## src/rtl/uart_if_host_bridge_if.sv

```systemverilog
// Host-side FIFO handshake and UART register bus of uart_if_host_bridge.
// master = host plus UART register file; slave = the bridge.
interface uart_if_host_bridge_if #(
    parameter int unsigned FIFO_AW = 2
);
    logic [7:0]       txByte;
    logic             txValid;
    logic             txReady;
    logic [7:0]       rxByte;
    logic [1:0]       rxErr;
    logic             rxValid;
    logic             rxReady;
    logic             flush;
    logic [7:0]       ifDataIn;
    logic             ifNWe;
    logic [7:0]       ifDataOut;
    logic             ifNCsData;
    logic [7:0]       ifStatus;
    logic             ifNCsStatus;
    logic [FIFO_AW:0] txLevel;
    logic [FIFO_AW:0] rxLevel;
    logic [7:0]       errCount;

    modport master (
        output txByte, txValid, rxReady, flush, ifDataOut, ifStatus,
        input  txReady, rxByte, rxErr, rxValid, ifDataIn, ifNWe, ifNCsData,
               ifNCsStatus, txLevel, rxLevel, errCount
    );

    modport slave (
        input  txByte, txValid, rxReady, flush, ifDataOut, ifStatus,
        output txReady, rxByte, rxErr, rxValid, ifDataIn, ifNWe, ifNCsData,
               ifNCsStatus, txLevel, rxLevel, errCount
    );
endinterface

```

## src/rtl/uart_if_host_bridge.sv

```systemverilog
// Bridges host TX/RX byte FIFOs to a strobed UART register interface.
// Optional RX_ERR_DROP_EN: drop framing-error bytes and count them in errCount.
module uart_if_host_bridge #(
    parameter int unsigned FIFO_AW = 2
) (
    input  logic                 clk,
    input  logic                 nReset,
    uart_if_host_bridge_if.slave bus
);
    localparam int unsigned DEPTH = 1 << FIFO_AW;
    localparam int unsigned LW    = FIFO_AW + 1;
    localparam int unsigned RXW   = 10;

    localparam logic [1:0] IDLE = 2'd0;
    localparam logic [1:0] RD   = 2'd1;
    localparam logic [1:0] WR   = 2'd2;
    localparam logic [1:0] HOLD = 2'd3;

    logic [1:0]         state;
    logic [1:0]         stateNext;
    logic               holdCnt;

    logic [7:0]         txMem [DEPTH];
    logic [FIFO_AW-1:0] txWrPtr;
    logic [FIFO_AW-1:0] txRdPtr;
    logic [LW-1:0]      txLevelNext;
    logic               txPush;
    logic               txPop;
    logic               txEmpty;

    logic [RXW-1:0]     rxMem [DEPTH];
    logic [FIFO_AW-1:0] rxWrPtr;
    logic [FIFO_AW-1:0] rxRdPtr;
    logic [FIFO_AW-1:0] rxRdPtrNext;
    logic [LW-1:0]      rxLevelNext;
    logic [RXW-1:0]     rxData;
    logic [RXW-1:0]     rxHeadNext;
    logic               rxCapture;
    logic               rxDrop;
    logic               rxPush;
    logic               rxPop;
    logic               rxFull;

    logic               rxAvail;
    logic               txFree;
    logic               unusedStatus;

    // Status decode: {txRun, txPending, rxRun, rxStartBit, isTx, ovr, frm, bufferFull}
    assign rxAvail      = bus.ifStatus[0] & ~bus.ifStatus[6] & ~bus.ifStatus[7];
    assign txFree       = ~bus.ifStatus[0] & ~bus.ifStatus[6] & ~bus.ifStatus[7]
                        & ~bus.ifStatus[5] & ~bus.ifStatus[4];
    assign unusedStatus = bus.ifStatus[3];
    assign bus.ifNCsStatus = 1'b0;

    assign txEmpty   = (bus.txLevel == '0);
    assign rxFull    = (bus.rxLevel == LW'(DEPTH));
    assign txPush    = bus.txValid & bus.txReady;
    assign txPop     = (state == IDLE) && (stateNext == WR);
    assign rxData    = {bus.ifStatus[2:1], bus.ifDataOut};
    assign rxCapture = (state == RD) && !bus.flush;
`ifdef RX_ERR_DROP_EN
    assign rxDrop    = bus.ifStatus[1];
`else
    assign rxDrop    = 1'b0;
`endif
    assign rxPush    = rxCapture & ~rxDrop;
    assign rxPop     = bus.rxValid & bus.rxReady;

    // Next state; RX wins over TX, and no new strobe starts during a flush
    always_comb begin
        stateNext = state;
        case (state)
            IDLE: begin
                if (!bus.flush) begin
                    if (rxAvail && !rxFull)      stateNext = RD;
                    else if (!txEmpty && txFree) stateNext = WR;
                end
            end
            RD, WR:  stateNext = HOLD;
            HOLD:    if (holdCnt) stateNext = IDLE;
            default: stateNext = IDLE;
        endcase
    end

    // FIFO level bookkeeping and RX head lookahead (bypass when the pushed byte becomes head)
    always_comb begin
        txLevelNext = bus.txLevel;
        if (txPush && !txPop)      txLevelNext = bus.txLevel + LW'(1);
        else if (!txPush && txPop) txLevelNext = bus.txLevel - LW'(1);

        rxLevelNext = bus.rxLevel;
        if (rxPush && !rxPop)      rxLevelNext = bus.rxLevel + LW'(1);
        else if (!rxPush && rxPop) rxLevelNext = bus.rxLevel - LW'(1);

        rxRdPtrNext = rxPop ? rxRdPtr + FIFO_AW'(1) : rxRdPtr;
        rxHeadNext  = (rxPush && (rxRdPtrNext == rxWrPtr)) ? rxData : rxMem[rxRdPtrNext];
    end

    // State register with registered strobes
    always_ff @(posedge clk or negedge nReset) begin
        if (!nReset) begin
            state         <= IDLE;
            holdCnt       <= 1'b0;
            bus.ifNWe     <= 1'b1;
            bus.ifNCsData <= 1'b1;
            bus.ifDataIn  <= 8'h00;
        end else begin
            state         <= stateNext;
            holdCnt       <= (state == HOLD) ? ~holdCnt : 1'b0;
            bus.ifNWe     <= (stateNext != WR);
            bus.ifNCsData <= (stateNext != RD);
            if (txPop) bus.ifDataIn <= txMem[txRdPtr];
        end
    end

    always_ff @(posedge clk) begin
        if (txPush && !bus.flush) txMem[txWrPtr] <= bus.txByte;
        if (rxPush)               rxMem[rxWrPtr] <= rxData;
    end

    always_ff @(posedge clk or negedge nReset) begin
        if (!nReset) begin
            txWrPtr     <= '0;
            txRdPtr     <= '0;
            bus.txLevel <= '0;
            bus.txReady <= 1'b1;
        end else if (bus.flush) begin
            txWrPtr     <= '0;
            txRdPtr     <= '0;
            bus.txLevel <= '0;
            bus.txReady <= 1'b1;
        end else begin
            if (txPush) txWrPtr <= txWrPtr + FIFO_AW'(1);
            if (txPop)  txRdPtr <= txRdPtr + FIFO_AW'(1);
            bus.txLevel <= txLevelNext;
            bus.txReady <= (txLevelNext != LW'(DEPTH));
        end
    end

    always_ff @(posedge clk or negedge nReset) begin
        if (!nReset) begin
            rxWrPtr                 <= '0;
            rxRdPtr                 <= '0;
            bus.rxLevel             <= '0;
            bus.rxValid             <= 1'b0;
            {bus.rxErr, bus.rxByte} <= '0;
        end else if (bus.flush) begin
            rxWrPtr                 <= '0;
            rxRdPtr                 <= '0;
            bus.rxLevel             <= '0;
            bus.rxValid             <= 1'b0;
            {bus.rxErr, bus.rxByte} <= '0;
        end else begin
            if (rxPush) rxWrPtr <= rxWrPtr + FIFO_AW'(1);
            rxRdPtr                 <= rxRdPtrNext;
            bus.rxLevel             <= rxLevelNext;
            bus.rxValid             <= (rxLevelNext != '0);
            {bus.rxErr, bus.rxByte} <= rxHeadNext;
        end
    end

`ifdef RX_ERR_DROP_EN
    always_ff @(posedge clk or negedge nReset) begin
        if (!nReset)
            bus.errCount <= 8'h00;
        else if (rxCapture && rxDrop && (bus.errCount != 8'hFF))
            bus.errCount <= bus.errCount + 8'd1;
    end
`else
    assign bus.errCount = 8'h00;
`endif
endmodule

```

## src/flat_wrapper.sv

```systemverilog
// flat-port wrapper written by rule: the top's interface ports become plain ports
module uart_if_host_bridge_flat 
#(
    parameter int unsigned FIFO_AW = 2
)
  (clk, nReset, bus_txByte, bus_txValid, bus_rxReady, bus_flush, bus_ifDataOut, bus_ifStatus, bus_txReady, bus_rxByte, bus_rxErr, bus_rxValid, bus_ifDataIn, bus_ifNWe, bus_ifNCsData, bus_ifNCsStatus, bus_txLevel, bus_rxLevel, bus_errCount);
  uart_if_host_bridge_if #(.FIFO_AW(FIFO_AW)) bus_i ();
  input  logic clk;
  input  logic nReset;
  input wire logic [$bits(bus_i.txByte)-1:0] bus_txByte;
  input wire logic [$bits(bus_i.txValid)-1:0] bus_txValid;
  input wire logic [$bits(bus_i.rxReady)-1:0] bus_rxReady;
  input wire logic [$bits(bus_i.flush)-1:0] bus_flush;
  input wire logic [$bits(bus_i.ifDataOut)-1:0] bus_ifDataOut;
  input wire logic [$bits(bus_i.ifStatus)-1:0] bus_ifStatus;
  output wire logic [$bits(bus_i.txReady)-1:0] bus_txReady;
  output wire logic [$bits(bus_i.rxByte)-1:0] bus_rxByte;
  output wire logic [$bits(bus_i.rxErr)-1:0] bus_rxErr;
  output wire logic [$bits(bus_i.rxValid)-1:0] bus_rxValid;
  output wire logic [$bits(bus_i.ifDataIn)-1:0] bus_ifDataIn;
  output wire logic [$bits(bus_i.ifNWe)-1:0] bus_ifNWe;
  output wire logic [$bits(bus_i.ifNCsData)-1:0] bus_ifNCsData;
  output wire logic [$bits(bus_i.ifNCsStatus)-1:0] bus_ifNCsStatus;
  output wire logic [$bits(bus_i.txLevel)-1:0] bus_txLevel;
  output wire logic [$bits(bus_i.rxLevel)-1:0] bus_rxLevel;
  output wire logic [$bits(bus_i.errCount)-1:0] bus_errCount;
  assign bus_i.txByte = bus_txByte;
  assign bus_i.txValid = bus_txValid;
  assign bus_i.rxReady = bus_rxReady;
  assign bus_i.flush = bus_flush;
  assign bus_i.ifDataOut = bus_ifDataOut;
  assign bus_i.ifStatus = bus_ifStatus;
  assign bus_txReady = bus_i.txReady;
  assign bus_rxByte = bus_i.rxByte;
  assign bus_rxErr = bus_i.rxErr;
  assign bus_rxValid = bus_i.rxValid;
  assign bus_ifDataIn = bus_i.ifDataIn;
  assign bus_ifNWe = bus_i.ifNWe;
  assign bus_ifNCsData = bus_i.ifNCsData;
  assign bus_ifNCsStatus = bus_i.ifNCsStatus;
  assign bus_txLevel = bus_i.txLevel;
  assign bus_rxLevel = bus_i.rxLevel;
  assign bus_errCount = bus_i.errCount;
  uart_if_host_bridge #(.FIFO_AW(FIFO_AW)) u_core (.clk(clk), .nReset(nReset), .bus(bus_i));
endmodule
```

## config.mk

```make
export PLATFORM = sky130hd
export DESIGN_NAME = uart_if_host_bridge_flat
export DESIGN_NICKNAME = d
export VERILOG_FILES = /design/src/rtl/uart_if_host_bridge_if.sv /design/src/rtl/uart_if_host_bridge.sv /design/src/flat_wrapper.sv
export SDC_FILE = /design/constraint.sdc
export NUM_CORES = 1
export LEC_CHECK = 0
export CAP_MARGIN = 20
export CORE_UTILIZATION = 48
export CTS_CLUSTER_DIAMETER = 120
export DETAILED_ROUTE_END_ITERATION = 10
export DONT_BUFFER_PORTS = 1
export PLACE_DENSITY = 0.65
export SYNTH_ARGS = -nofsm -noshare
export SYNTH_HDL_FRONTEND = slang
export SYNTH_SLANG_ARGS = --single-unit
```

## constraint.sdc

```tcl
create_clock -name clk -period 1.8 [get_ports clk]
set_clock_uncertainty 0.1 [all_clocks]
set_input_delay 0.18 -clock clk [delete_from_list [all_inputs] [get_ports clk]]
set_output_delay 0.18 -clock clk [all_outputs]
set_load 0.02 [all_outputs]
```

; Word level (Yosys, flattened, before mapping)
; Memory sizes are Yosys's and may differ from the RTL's. A register that Yosys moved wholly into a read port is not among the register bits.
; Index checks and enable logic that the tools add are counted.
[word_totals]
reg_bits = 31
out_inout_bits = 37
latchBits = 0
inputBits = 29
n_memories = 2
romBits = 0
word_cells = 101
ram_bits = 72
[classes]
n_div = 0
add_sub_neg = 8
n_reduce_logical = 25
n_shift = 0
n_eq_ne = 9
bitwise = 14
n_lt_le_gt_ge = 0
mux = 29
n_mul = 0
[mem_list]
columns = memory, words, word_bits, rd, rd_clocked_by_memory_dff, write_ports, line_no
row1 = u_core.rxMem, 4, 10, 1, 0, 1, uart_if_host_bridge.sv:31  ; logic [RXW-1:0] rxMem [DEPTH];
row2 = u_core.txMem, 4, 8, 1, 1, 1, uart_if_host_bridge.sv:23  ; logic [7:0] txMem [DEPTH];
[op_table]
columns = op, n
row1 = $mux W2, 13
row2 = $mux W3, 6
row3 = $logic_and A1 B1 Y1, 10
row4 = $mux W10, 1
row5 = $add A2 B1 Y2 const B, 4
row6 = $and A1 B1 Y1, 8
row7 = $logic_not A1 Y1, 8
row8 = $mux W8, 1
row9 = $mux W1, 7
row10 = $add A3 B1 Y3 const B, 2
row11 = $eq A2 B2 Y1 const B, 3
row12 = $not A1 Y1, 6
row13 = $pmux W2 S3, 1
row14 = $reduce_bool A2 Y1, 3
row15 = $sub A3 B1 Y3 const B, 2
row16 = $eq A3 B3 Y1 const B, 1
row17 = $logic_not A3 Y1, 1
row18 = $ne A3 B3 Y1 const B, 1
row19 = $reduce_bool A3 Y1, 1
row20 = $eq A2 B1 Y1 const B, 1
row21 = $eq A2 B2 Y1, 1
row22 = $logic_not A2 Y1, 1
row23 = $ne A2 B1 Y1 const B, 1
row24 = $ne A2 B2 Y1 const B, 1
row25 = $reduce_or A2 Y1, 1

; Depth between registers and ports, before layout
; Gate-level depths: netlist of run 1.
[depth]
word_depth = 17
ltp_mapped = 8
ltp_nobuf = 7

; Least setup slack after synthesis of run 1
; Ideal clock, no wire load.
[synth_path]
kind = flip-flop to flip-flop
from = register u_core.bus.rxValid
to = register u_core.bus.rxByte[0]
required_ns = 1.579
slack_ns = -0.191
path_stages_with_launch = 6
setup_ns = 0.121
synth_period_minus_slack_ns = 1.991
n_path_buf = 1
arrival_time_ns = 1.770
path_cell_list = dfrtp_1 -> nand2_2 -> xnor2_2 -> buf_4 -> mux4_1 -> a22o_1
[synth_between]
elab_chain_cells = 6
word_cells_on_any_way = 7
classes_between = eq/ne (1) / mux (3) / bitwise (1) / reduce/logical (1) / memory (1)
[synth_lines]
columns = item, line_no
row1 = start: declaration, uart_if_host_bridge_if.sv:32  ; output txReady, rxByte, rxErr, rxValid, ifDataIn, ifNWe, ifNCsData,
row2 = start signal: assignment, uart_if_host_bridge.sv:157  ; bus.rxValid <= (rxLevelNext != '0);
row3 = $and A1 B1 Y1 *, uart_if_host_bridge.sv:67  ; assign rxPop = bus.rxValid & bus.rxReady;
row4 = $mux W2 *, uart_if_host_bridge.sv:95  ; rxRdPtrNext = rxPop ? rxRdPtr + FIFO_AW'(1) : rxRdPtr;
row5 = branches (longest 2 deep; another with $mem_v2 Z4 W10), --
row6 = $mux W10 *, uart_if_host_bridge.sv:96  ; rxHeadNext = (rxPush && (rxRdPtrNext == rxWrPtr)) ? rxData : rxMem[rxRdPtrNext];
row7 = $mux W8 *, uart_if_host_bridge.sv:147  ; end else if (bus.flush) begin
row8 = end signal: assignment, uart_if_host_bridge.sv:158  ; {bus.rxErr, bus.rxByte} <= rxHeadNext;
row9 = end: declaration, uart_if_host_bridge_if.sv:32
; Every way passes the cells marked *.
; A chain may end at the register's enable or synchronous reset.

; Worst setup path in the final report of run 1
[layout_path]
from = register u_core.bus.rxValid
to = register u_core.bus.rxByte[4]
; The elaborated chain is that of the path after synthesis.

==> results of run 1 <==
==> sequential cells by signal, summed over array words and instances, names as in the netlist, 2 cells and up <==
register and flops:
u_core.state 2, u_core.txWrPtr 2, u_core.bus.ifDataIn 8, u_core.txMem 32, u_core.bus.rxLevel 3, u_core.txRdPtr 2, u_core.rxRdPtr 2, u_core.bus.rxByte 8
u_core.bus.rxErr 2, u_core.rxWrPtr 2, u_core.bus.txLevel 3, u_core.rxMem 40
==> kinds of logic (layout without fill, tap and decap cells) <==
| group | after synthesis | after routing | share of synthesized area (%) |
|---|---|---|---|
| mux | 28 | 28 | 11.80 |
| compound gates | 31 | 32 | 5.040 |
| flops | 111 | 111 | 65.58 |
| other cells | 1 | 9 | 0.07827 |
| simple gates | 51 | 52 | 6.295 |
| buf+inv | 32 | 100 | 3.682 |
| fa+ha+maj | 19 | 19 | 4.858 |
| xor+xnor | 12 | 12 | 2.664 |
==> where the power goes <==
part | total, mW | internal [mW] | switching (mW)
Sequential | 3.78 | 3.20 | 0.572
Combinational | 3.13 | 1.74 | 1.39
Clock | 1.38 | 0.578 | 0.805
Total | 8.29 | 5.52 | 2.77
==> worst max path at each step <==
| stage | from | endpoint | slack, ns |
|---|---|---|---|
| floorplan | u_core.bus.rxValid$_DFF_PN0_ | u_core.bus.rxByte[0]$_DFF_PN0_ | -0.06 |
| global route | u_core.bus.rxValid$_DFF_PN0_ | u_core.bus.rxByte[3]$_DFF_PN0_ | -0.10 |
| CTS | u_core.bus.rxValid$_DFF_PN0_ | u_core.bus.rxByte[3]$_DFF_PN0_ | -0.05 |
| global placement | u_core.rxRdPtr[0]$_DFF_PN0_ | u_core.bus.rxErr[0]$_DFF_PN0_ | -0.13 |
| finish | u_core.bus.rxValid$_DFF_PN0_ | u_core.bus.rxByte[4]$_DFF_PN0_ | -0.04 |
| detailed placement | u_core.rxRdPtr[0]$_DFF_PN0_ | u_core.bus.rxErr[0]$_DFF_PN0_ | -0.18 |
==> cell type report <==
cell class	count	area share (%)
clock inverter	5	0.5242
clock buffer	11	2.537
tap	133	2.789
inverter	14	1.007
multi-input combinational	152	28.54
sequential	111	52.80
timing repair buffer	70	11.81
==> metrics by stage <==
stage | power, mW | util, %
6_report | 8.285 | 61.33
5_1_grt | 8.735 | 61.33
4_1_cts | 8.039 | 59.88
3_5_place_dp | 6.279 | 53.77
3_3_place_gp | 6.226 | 53.77
2_1_floorplan | 5.534 | -
==> placed cells by master (no fill, tap or decap), drive strengths merged, types with 2 or more instances in the layout <==
cell	instances
nand3	5
ha	17
clkinv	3
conb	9
xnor2	10
maj3	2
and2	6
nor2	9
and3	10
o221ai	2
dfstp	3
nand4	3
nand2b	2
a21oi	6
nor3	3
xor2	2
edfxtp	72
nor4	2
o21ai	4
a32o	2
a211oi	2
dfrtp	36
inv	15
a22o	10
buf	49
nand2	9
mux2	9
mux4	18
clkbuf	11
dlygate4sd3	21
==> routing by layer <==
layer  share of wire, %  global-route usage, %
met2                 49                  28.33
met5                  0                      0
met1                 45                  24.97
met4                1.3                  6.813
met3                4.5                  4.172
==> timing repair <==
| action | 4_1_cts | 5_1_grt |
|---|---|---|
| endpoints found under the setup margin | 21 | 25 |
| hold endpoints to repair | 135 | 0 |
| gates cloned | 2 | 0 |
| resized for setup | 19 | 25 |
| hold buffers | 22 | 0 |
| setup buffers | 7 | 4 |
| pin swaps | 11 | 12 |
==> flow_summary.toml, run 1 <==
[timing]
fmax_mhz = 543.1
finalWorstSetupSlack_ns = -0.04119
fin_crit_sh_pct = 102.3
hold_viol = 0
setup_tns_ns = -0.2347
hold_slack_ns = 0.03837
fin_crit_ns = 1.841
drv_slew = 0
setup_violations = 10
rsz0062_at_grt = "yes"

[cells_and_area]
regArea_sq_mm = 0.003151
finalNonFillerCells = 496
area_delta_synth_final_pct = 24.55
layout-drive-gt1-share_pct = 39.94
fill_cells = 749
num-nets-final = 404
diodes = 0
final_area_sq_mm = 0.005967
multi_input_area_sq_mm = 0.001703

[setup_path]
r2r_start = "u_core.bus.rxValid$_DFF_PN0_"
worst-path-buf-inv = 1
cpMaxStageDelayCell = "mux4_2"
cp-start-kind = "flop"
critPathMaxStageDelay_ns = 0.49
worstPathCellList = "nand2_4 -> xnor2_4 -> buf_12 -> mux4_2 -> a22o_1"
critPathKind = "flop to flop"
r2r_setup_slack_ns = -0.04
arrival_ns = 2.00
cp_top_family = "multiplexers"
r2r_cells = 5
worstSetupEndpointType = "flop"
cp.depth = 5
required_ns = 1.96
r2r-end = "u_core.bus.rxByte[4]$_DFF_PN0_"
cp_max_fo = 7

[power]
p_leak_nw = 2.277
power_density_mw_per_mm2 = 1389
ir_drop_mv = 0.7573

[routing]
antenna_left = 0
drt_first_pass_iters = 4
drc_errors = 0
num_vias = 2622
drt_iter0_drc = 59
drt_wl_total_microns = 8725
vias_per_cell = 5.286
wire_per_inst_microns = 17.59

[cts]
clock-root-buffer = "clkbuf_8"
cts_buffer_depth = 2
tritoncts = "done"
cts.clk_slew.worst_paths_ns = 0.10
clock_sink_count = 111
cts_buffers = 9
worstSkewPairLatency_ns = 0.36
cts_max_level = 3

[min_path]
min_path_type = "primary input to flop"
min_from = "bus_flush"
min_delay_path_depth = 2
hold_end = "u_core.bus.txReady$_DFF_PN1_"

[yosys]
netlist_area_sq_mm = 0.004791
netlist.area_leader.share_pct = 45.13
synthFlopType = "edfxtp_1"
yosysMostFrequentCell = "edfxtp_1"
synthCells = 285
ys_top_cells_by_count = "edfxtp_1, dfrtp_1, ha_1"
ys_async_sr_fraction_pct = 35.14
synth-edff-count = 72
avgSynthCellArea_sq_um = 16.81
ys_types = 49
yosys.area.top_type = "edfxtp_1"
ys_seq_area_share_pct = 65.58
synth_area_leaders = "edfxtp_1, dfrtp_1, mux4_2"
synth.ff_latch_count = 111
yosys_warnings = 0

[place]
dp.cells = 445
dp_hpwl_microns = 5466
io_buffer_count = 0
pre_cts_ws_ns = -0.1771
place_congestion = 0.8313
dpl_cell_area_sq_mm = 0.005231

[global_routing]
grt_max_degree = 40
grt_pass1_wl_microns = 13720
grt_overflow = 0
grt_pass1_vias = 2621
antenna_found_initial = 0
grt_util_all_layers_pct = 18.12

[outcome]
violations = "negative setup slack"
status = "finished with violations"

[run]
drv_cap = 0

[die]
coreArea_sq_mm = 0.009729
io_pins = 66
die-area_sq_mm = 0.01038
die_w_microns = 101.9
start_util_pct = 49.24
die_h_microns = 101.9
num_rows = 36
Note: power is estimated with default switching activity, not from simulation.
==> inputs of run 2 (changes only) <==
- CTS_CLUSTER_DIAMETER: 120 -> not set
- RECOVER_POWER: not set -> 50
==> run 2 against run 1 <==
  * The flow still finishes with violations (negative setup slack)
  * Count of clock-buffer cells in the layout is the same
  * Wire length is essentially flat
  * Clock power is essentially flat
  * Worst setup slack is essentially flat
  * Register-to-register slack is essentially flat
  * Global-route usage is the same
  * Combinational power is essentially flat
  * Non-clock buffer count is the same
  * Via count shrank 0.80%
  * Flip-flop and latch count is the same
  * Final area shrank 0.44%
  * Largest cell class unchanged
  * Largest power group unchanged
==> flow_summary.toml, run 2 (same netlist as run 1, synthesis figures left out) <==
[routing]
drt_first_pass_iters = 4
drc_errors = 0
drt_wl_total_microns = 8730
num_vias = 2601
antenna_left = 0
wire_per_inst_microns = 17.60
vias_per_cell = 5.244
drt_iter0_drc = 68

[global_routing]
grt_util_all_layers_pct = 18.12
grt_max_degree = 40
grt_pass1_wl_microns = 13720
antenna_found_initial = 0
grt_overflow = 0
grt_pass1_vias = 2621

[place]
io_buffer_count = 0
dp_hpwl_microns = 5466
dpl_cell_area_sq_mm = 0.005231
place_congestion = 0.8313
pre_cts_ws_ns = -0.1771
dp.cells = 445

[cells_and_area]
final_common_cell = "edfxtp_1"
fill_cells = 754
top_register = "u_core.rxMem"
num-nets-final = 404
reg_top3 = "u_core.rxMem (40), u_core.txMem (32)"
area_delta_synth_final_pct = 24.00
diodes = 0
most-common-layout-cells = "edfxtp_1, buf_4, dfrtp_1"
largest_reg_flops = 40
final_area_sq_mm = 0.005941
finalNonFillerCells = 496
layout-drive-gt1-share_pct = 39.67

[timing]
hold_viol = 0
max-slew-margin-rel_pct = 27.22
tightest_slew_ns = 1.092
drv_slew = 0
fin_crit_ns = 1.841
fin_crit_sh_pct = 102.3
rsz0062_at_grt = "yes"
hold_slack_ns = 0.03841
fmax_mhz = 543.2
setup_violations = 10
finalWorstSetupSlack_ns = -0.04089

[power]
total_power_mw = 8.271
ir_drop_mv = 0.7425
power_density_mw_per_mm2 = 1392
p_leak_nw = 2.265

[cts]
worstSkewPairLatency_ns = 0.36
cts_buffers = 9
clock_sink_count = 111
cts_buffer_depth = 2
clock-root-buffer = "clkbuf_8"
cts_max_level = 3
cts.clk_slew.worst_paths_ns = 0.10
tritoncts = "done"

[outcome]
violations = "negative setup slack"
status = "finished with violations"

[setup_path]
arrival_ns = 2.00
cp_max_fo = 7
required_ns = 1.96
cp-start-kind = "flop"
worstSetupEndpointType = "flop"
critPathKind = "flop to flop"

[min_path]
min_path_type = "primary input to flop"

[die]
die_w_microns = 101.9
coreArea_sq_mm = 0.009729
io_pins = 66
die-area_sq_mm = 0.01038
start_util_pct = 49.24
num_rows = 36
die_h_microns = 101.9

[run]
drv_cap = 0
run 2: cell types whose count changed in the layout (fill, tap and decap cells not counted), sizes merged:
cell / before / now
buf: 49 / 47
clkbuf: 11 / 13
run 2: worst paths after layout:
path	startpoint	endpoint	slack, ns	cells past startpoint
worst max-delay path	u_core.bus.rxValid$_DFF_PN0_	u_core.bus.rxByte[4]$_DFF_PN0_	-0.04	5
worst min-delay path	bus_flush	u_core.bus.txReady$_DFF_PN1_	0.04	2
min in group asynchronous	nReset	u_core.state[1]$_DFF_PN0_	0.45	2
max in group asynchronous	nReset	u_core.bus.txLevel[1]$_DFF_PN0_	0.40	2
worst max register to register	u_core.bus.rxValid$_DFF_PN0_	u_core.bus.rxByte[4]$_DFF_PN0_	-0.04	5
worst min register to register	u_core.holdCnt$_DFF_PN0_	u_core.holdCnt$_DFF_PN0_	0.32	1
run 2: per-layer routing:
metal / GRT usage [%] / vias up / part of all wire [%]
met5: 0 / - / 0
met4: 6.813 / 0 / 1.4
met3: 4.172 / 9 / 4.4
met2: 28.33 / 66 / 48
met1: 24.97 / 1319 / 46
li1: - / 1207 / -
run 2: area by class of cell:
type	instances	area [sq um]	area share [%]
inverters	14	60.06	1.011
repair buffers	70	678.2	11.42
clock buffers	11	151.4	2.548
clock inverters	5	31.28	0.5265
flip-flops and latches	111	3151	53.03
well taps	133	166.4	2.801
multi-input cells	152	1703	28.66
run 2: worst max-delay path, cell delays in order (launching register included):
cell and delay (ns):
dfrtp_2 0.44, nand2_4 0.09, xnor2_4 0.24, buf_12 0.17
mux4_2 0.49, a22o_1 0.19
run 2: through the flow:
stage | util [%] | setup TNS, ns
CTS | 59.88 | -0.3381
floorplan | - | -0.7093
finish | 61.06 | -0.2402
global placement | 53.77 | -1.178
global route | 61.06 | -1.146
detailed placement | 53.77 | -1.557
run 2: power breakdown:
part | internal [mW] | switching, mW
logic | 1.72 | 1.39
clock network | 0.578 | 0.804
registers | 3.20 | 0.572
total | 5.51 | 2.77
run 2: timing repair:
item	4_1_cts	5_1_grt
buffers inserted	7	4
hold buffers	22	0
pin swaps	11	12
hold endpoints to repair	135	0
gates cloned	2	0
gates resized for setup	19	25
setup endpoints to repair	21	25
==> RTL change 1: new RTL, settings of run 2 <==
`FIFO_AW` is set to 2 in 3 places; all go to 3.
--- a/src/rtl/uart_if_host_bridge_if.sv
+++ b/src/rtl/uart_if_host_bridge_if.sv
@@ -2,5 +2,5 @@
 // master = host plus UART register file; slave = the bridge.
 interface uart_if_host_bridge_if #(
-    parameter int unsigned FIFO_AW = 2
+    parameter int unsigned FIFO_AW = 3
 );
     logic [7:0]       txByte;
--- a/src/rtl/uart_if_host_bridge.sv
+++ b/src/rtl/uart_if_host_bridge.sv
@@ -2,5 +2,5 @@
 // Optional RX_ERR_DROP_EN: drop framing-error bytes and count them in errCount.
 module uart_if_host_bridge #(
-    parameter int unsigned FIFO_AW = 2
+    parameter int unsigned FIFO_AW = 3
 ) (
     input  logic                 clk,
--- a/src/flat_wrapper.sv
+++ b/src/flat_wrapper.sv
@@ -2,5 +2,5 @@
 module uart_if_host_bridge_flat 
 #(
-    parameter int unsigned FIFO_AW = 2
+    parameter int unsigned FIFO_AW = 3
 )
   (clk, nReset, bus_txByte, bus_txValid, bus_rxReady, bus_flush, bus_ifDataOut, bus_ifStatus, bus_txReady, bus_rxByte, bus_rxErr, bus_rxValid, bus_ifDataIn, bus_ifNWe, bus_ifNCsData, bus_ifNCsStatus, bus_txLevel, bus_rxLevel, bus_errCount);
Ports: changed (resized bus_rxLevel and bus_txLevel); port bits go from 66 to 68. No check against the original RTL was run, so the function may have changed too.
==> RTL change 1 against run 2 <==
- the run ends with hold timing, setup timing left
- sequential power grew 50%
- cell count grew 67%
- setup slack lost 270 ps
- critical endpoint is now u_core.bus.txReady$_DFF_PN1_
- area after synthesis grew 65%
- combinational power grew 28%
- final area grew 73%
- total power grew 64%
- sequential cell count grew 78
- global-route usage grew 2.5 points
- wire length grew 92%
==> RTL change 1: results (changes against run 2) <==
status=finished with violations; failing checks=hold timing, setup timing; multiplexer share of the synthesized area=12.3% (+0.52 points); met3 WL post-DR=894 um (+130%); Post-Synth XOR/XNOR Area=2.42% (-0.25 points); Synth Area in Adders=1.90% (-3.0 points); Initial DRC Count=329 (+380%); sequential fraction of the synthesis area=68.9% (+3.3 points); r2r worst-path depth=9 (+4); Setup-failing EPs final=36 (+26); GR Util met1=27.2% (+2.3 points); Placer Congestion=0.756 (-9.0%); initial antenna violation count=1 (+1); first-pass GRT wire length=25.1 mm (+83%); Final Hold Vio Count=32 (+32); Num CTS Buffers=17 (+8); Root Buffer=clkbuf_16; sw power=4090 uW (+48%); largest net degree at the start of global routing=46 (+15%); worst r2r src=u_core.bus.rxLevel[0]$_DFF_PN0_; smallest hold slack=-297 ps (-336 ps); DP Worst Slack=-344 ps (-166 ps); Distinct cells, synth=45 (-8.2%); R2R Path End=u_core.bus.txReady$_DFF_PN1_; DP Area=9010 sq um (+72%); Leak=0.00372 uW (+64%); number of cells upsized or downsized after cts=37 (+18); vias in the first global route=4,536 (+73%); met2 WL=8.28 mm (+98%); Max FO, Critical Path=5 (-2); top post-synthesis cells by count=edfxtp_1 (144), nor2_1 (52), dfrtp_1 (42), nand2_1 (40), mux4_2 (27); Worst slew margin=18.7% (-8.5 points); Hold Crit Depth=1 (-1); complex-gate fraction of the synthesized area=4.33% (-0.71 points); GR Util met2=32.7% (+4.3 points); Fin Setup TNS=-5470 ps (-5230 ps); post-placement cell count=755 (+70%); WL met1=7.36 mm (+82%); Largest regs=u_core.rxMem x80, u_core.txMem x64; Post-synth ARST share=23.8% (-11 points); CTS clock-pin slew for the worst setup and hold paths=70 ps (-30 ps); synthesized cell area=7920 sq um (+65%); Synth area leaders=edfxtp_1 (55%), dfrtp_1 (13%), mux4_2 (7.7%); later-pin clock latency in the skew report=430 ps (+70 ps); final worst slack=-314 ps (-273 ps)
RTL change 1: power by group through the flow:
stage          combinational (uW)  clock [uW]  sequential [uW]
3_5_place_dp                 3260           0             5770
5_1_grt                      4330        4100             5740
3_3_place_gp                 3170           0             5750
4_1_cts                      3530        3930             5680
2_1_floorplan                2130           0             5810
6_report                     3980        3880             5680
RTL change 1: cell type report:
type	instances	area [sq um]	share of cell area [%]
Tap cell	216	270	2.62
Antenna cell	1	2.50	0.0243
Sequential cell	189	5460	53.0
Multi-Input combinational cell	261	2630	25.5
Inverter	8	30.0	0.292
Timing Repair Buffer	120	1300	12.7
Clock buffer	21	450	4.37
Clock inverter	11	158	1.53
RTL change 1: cells by family after synthesis:
logic type | count (synthesis)
AO/OA/AOI/OAI | 41
flip-flops | 189
buffers and inverters | 40
multiplexers | 52
adder cells (fa/ha/maj) | 12
AND/OR/NAND/NOR | 129
other | 1
XOR/XNOR | 18
==> RTL change 2: new RTL, flow settings as in run 2 <==
Without the edit above. The option `RX_ERR_DROP_EN` is turned on by a define.
--- a/src/rtl/uart_if_host_bridge.sv
+++ b/src/rtl/uart_if_host_bridge.sv
@@ -1,4 +1,6 @@
 // Bridges host TX/RX byte FIFOs to a strobed UART register interface.
 // Optional RX_ERR_DROP_EN: drop framing-error bytes and count them in errCount.
+`define RX_ERR_DROP_EN
+
 module uart_if_host_bridge #(
     parameter int unsigned FIFO_AW = 2
Function: changed (Yosys sat finds a counterexample within 4 cycles, from zero or initial values and one cycle with nReset low).
==> RTL change 2 against run 2 <==
- the flow still finishes with violations (setup timing)
- total power is 20% higher
- sequential cell count increased by 8
- global-route usage increased by 1.6 points
- final area increased by 14%
- setup slack worse by 300 ps
- combinational power fell by 9.6%
- hold slack got worse by 2.6 ps
- wire length grew 16%
- die area grew 4.1%
- count of clock-buffer cells in the layout grew 6
- first-iteration DRC count increased by 40%
- area after synthesis increased by 4.2%
- critical path type unchanged
- largest cell class unchanged
- highest routed layer unchanged
==> RTL change 2: results (changes against run 2) <==
status=finished with violations; failing checks=setup timing; worst setup path start=u_core.bus.rxLevel[1]$_DFF_PN0_; final worst slack=-336 ps (-295 ps); Post-synth ARST share=39.5% (+4.4 points); post-placement cell count=478 (+7.4%); FILL cells=669 (-11%); layout cells sized above 1=42.2% (+2.6 points); Total Wirelength=10.1 mm (+16%); Leak=0.00269 uW (+19%); Max FO, Critical Path=11 (+4); worst path arrival time=2460 ps (+460 ps); Distinct cells, synth=43 (-12%); via total after detailed routing=2,949 (+13%); Initial DRC Count=95 (+40%); drt wl/cell=18.5 um (+5.2%); Final nets=446 (+10%); top post-synthesis cells by count=edfxtp_1 (72), dfrtp_1 (44), ha_1 (18), mux4_2 (18); Hold EP=u_core.state[1]$_DFF_PN0_; Hold Crit Depth=3 (+1); Placer Congestion=0.777 (-6.5%); sequential fraction of the synthesis area=66.9% (+1.3 points); largest net degree at the start of global routing=48 (+20%); Synth area leaders=edfxtp_1 (43%), dfrtp_1 (22%), mux4_2 (8.1%); later-pin clock latency in the skew report=510 ps (+150 ps); Setup-failing EPs final=25 (+15); DP Area=5640 sq um (+7.8%); Syn-to-layout area delta=35.4%; Fin Setup TNS=-4490 ps (-4250 ps); Hold Path Origin=bus_ifStatus[4]
==> RTL change 2: cell types whose count changed in the layout (fill, tap and decap cells not counted), sizes merged, moves of 3 or more <==
cell	delta
buf	+16
nand2	+4
and3	-3
dfrtp	+8
conb	-8
or3	+3
inv	+5
nor3b	+5
xor2	+4
a31oi	+3
clkbuf	+5
==> RTL change 2: stage by stage <==
step / worst slack (ps) / hold slack, ps
2_1_floorplan: -324 / -216
3_3_place_gp: -283 / -214
3_5_place_dp: -346 / -214
4_1_cts: -304 / -18.0
5_1_grt: -411 / 48.2
6_report: -336 / 35.8
==> RTL change 2: cell families after synthesis <==
group | after synthesis | share of synthesized area, %
AO/OA/AOI/OAI | 29 | 3.98
adder cells (fa/ha/maj) | 18 | 4.51
XOR/XNOR | 20 | 4.06
buffers and inverters | 25 | 2.36
other | 1 | 0.0751
AND/OR/NAND/NOR | 66 | 7.54
flip-flops | 119 | 66.9
multiplexers | 29 | 10.5
==> RTL change 2: layout make-up <==
class,instances,area share [%]
multi-input cells,163,26.4
well taps,133,2.46
clock inverters,15,2.46
flip-flops and latches,119,49.5
clock buffers,17,6.12
repair buffers,85,12.2
inverters,13,0.759
==> RTL change 2: routing by layer <==
| layer | vias up | GRT usage (%) | wire (um) |
|---|---|---|---|
| li1 | 1340 | - | - |
| met1 | 1503 | 23.4 | 4100 |
| met2 | 89 | 34.5 | 5440 |
| met3 | 17 | 4.76 | 420 |
| met4 | 0 | 7.76 | 133 |
| met5 | - | 0 | 0 |
==> RTL change 2: report_power, final <==
part | internal (uW) | leakage (uW) | switching, uW | total, uW
sequential | 3340 | 0.00124 | 461 | 3800
clock | 2000 | 0.000284 | 1280 | 3280
combinational | 1510 | 0.00116 | 1300 | 2810
total | 6850 | 0.00269 | 3040 | 9900
==> RTL change 2: critical path, cell delays in order, from the launching register on <==
cell     delay, ps
dfrtp_2        410
inv_2           60
ha_1           130
nand2_1         50
and3_1         190
or4b_4         490
buf_12         160
or3_4          330
a21oi_2        130
==> RTL change 2: what timing repair did <==
action                                  in CTS  in global routing
endpoints found under the hold margin      177                  0
cloned                                       1                  1
buffers inserted                             6                  6
endpoints found under the setup margin      44                 30
hold buffers                                23                  0
gates resized for setup                     21                 27
pin swaps                                    5                 15
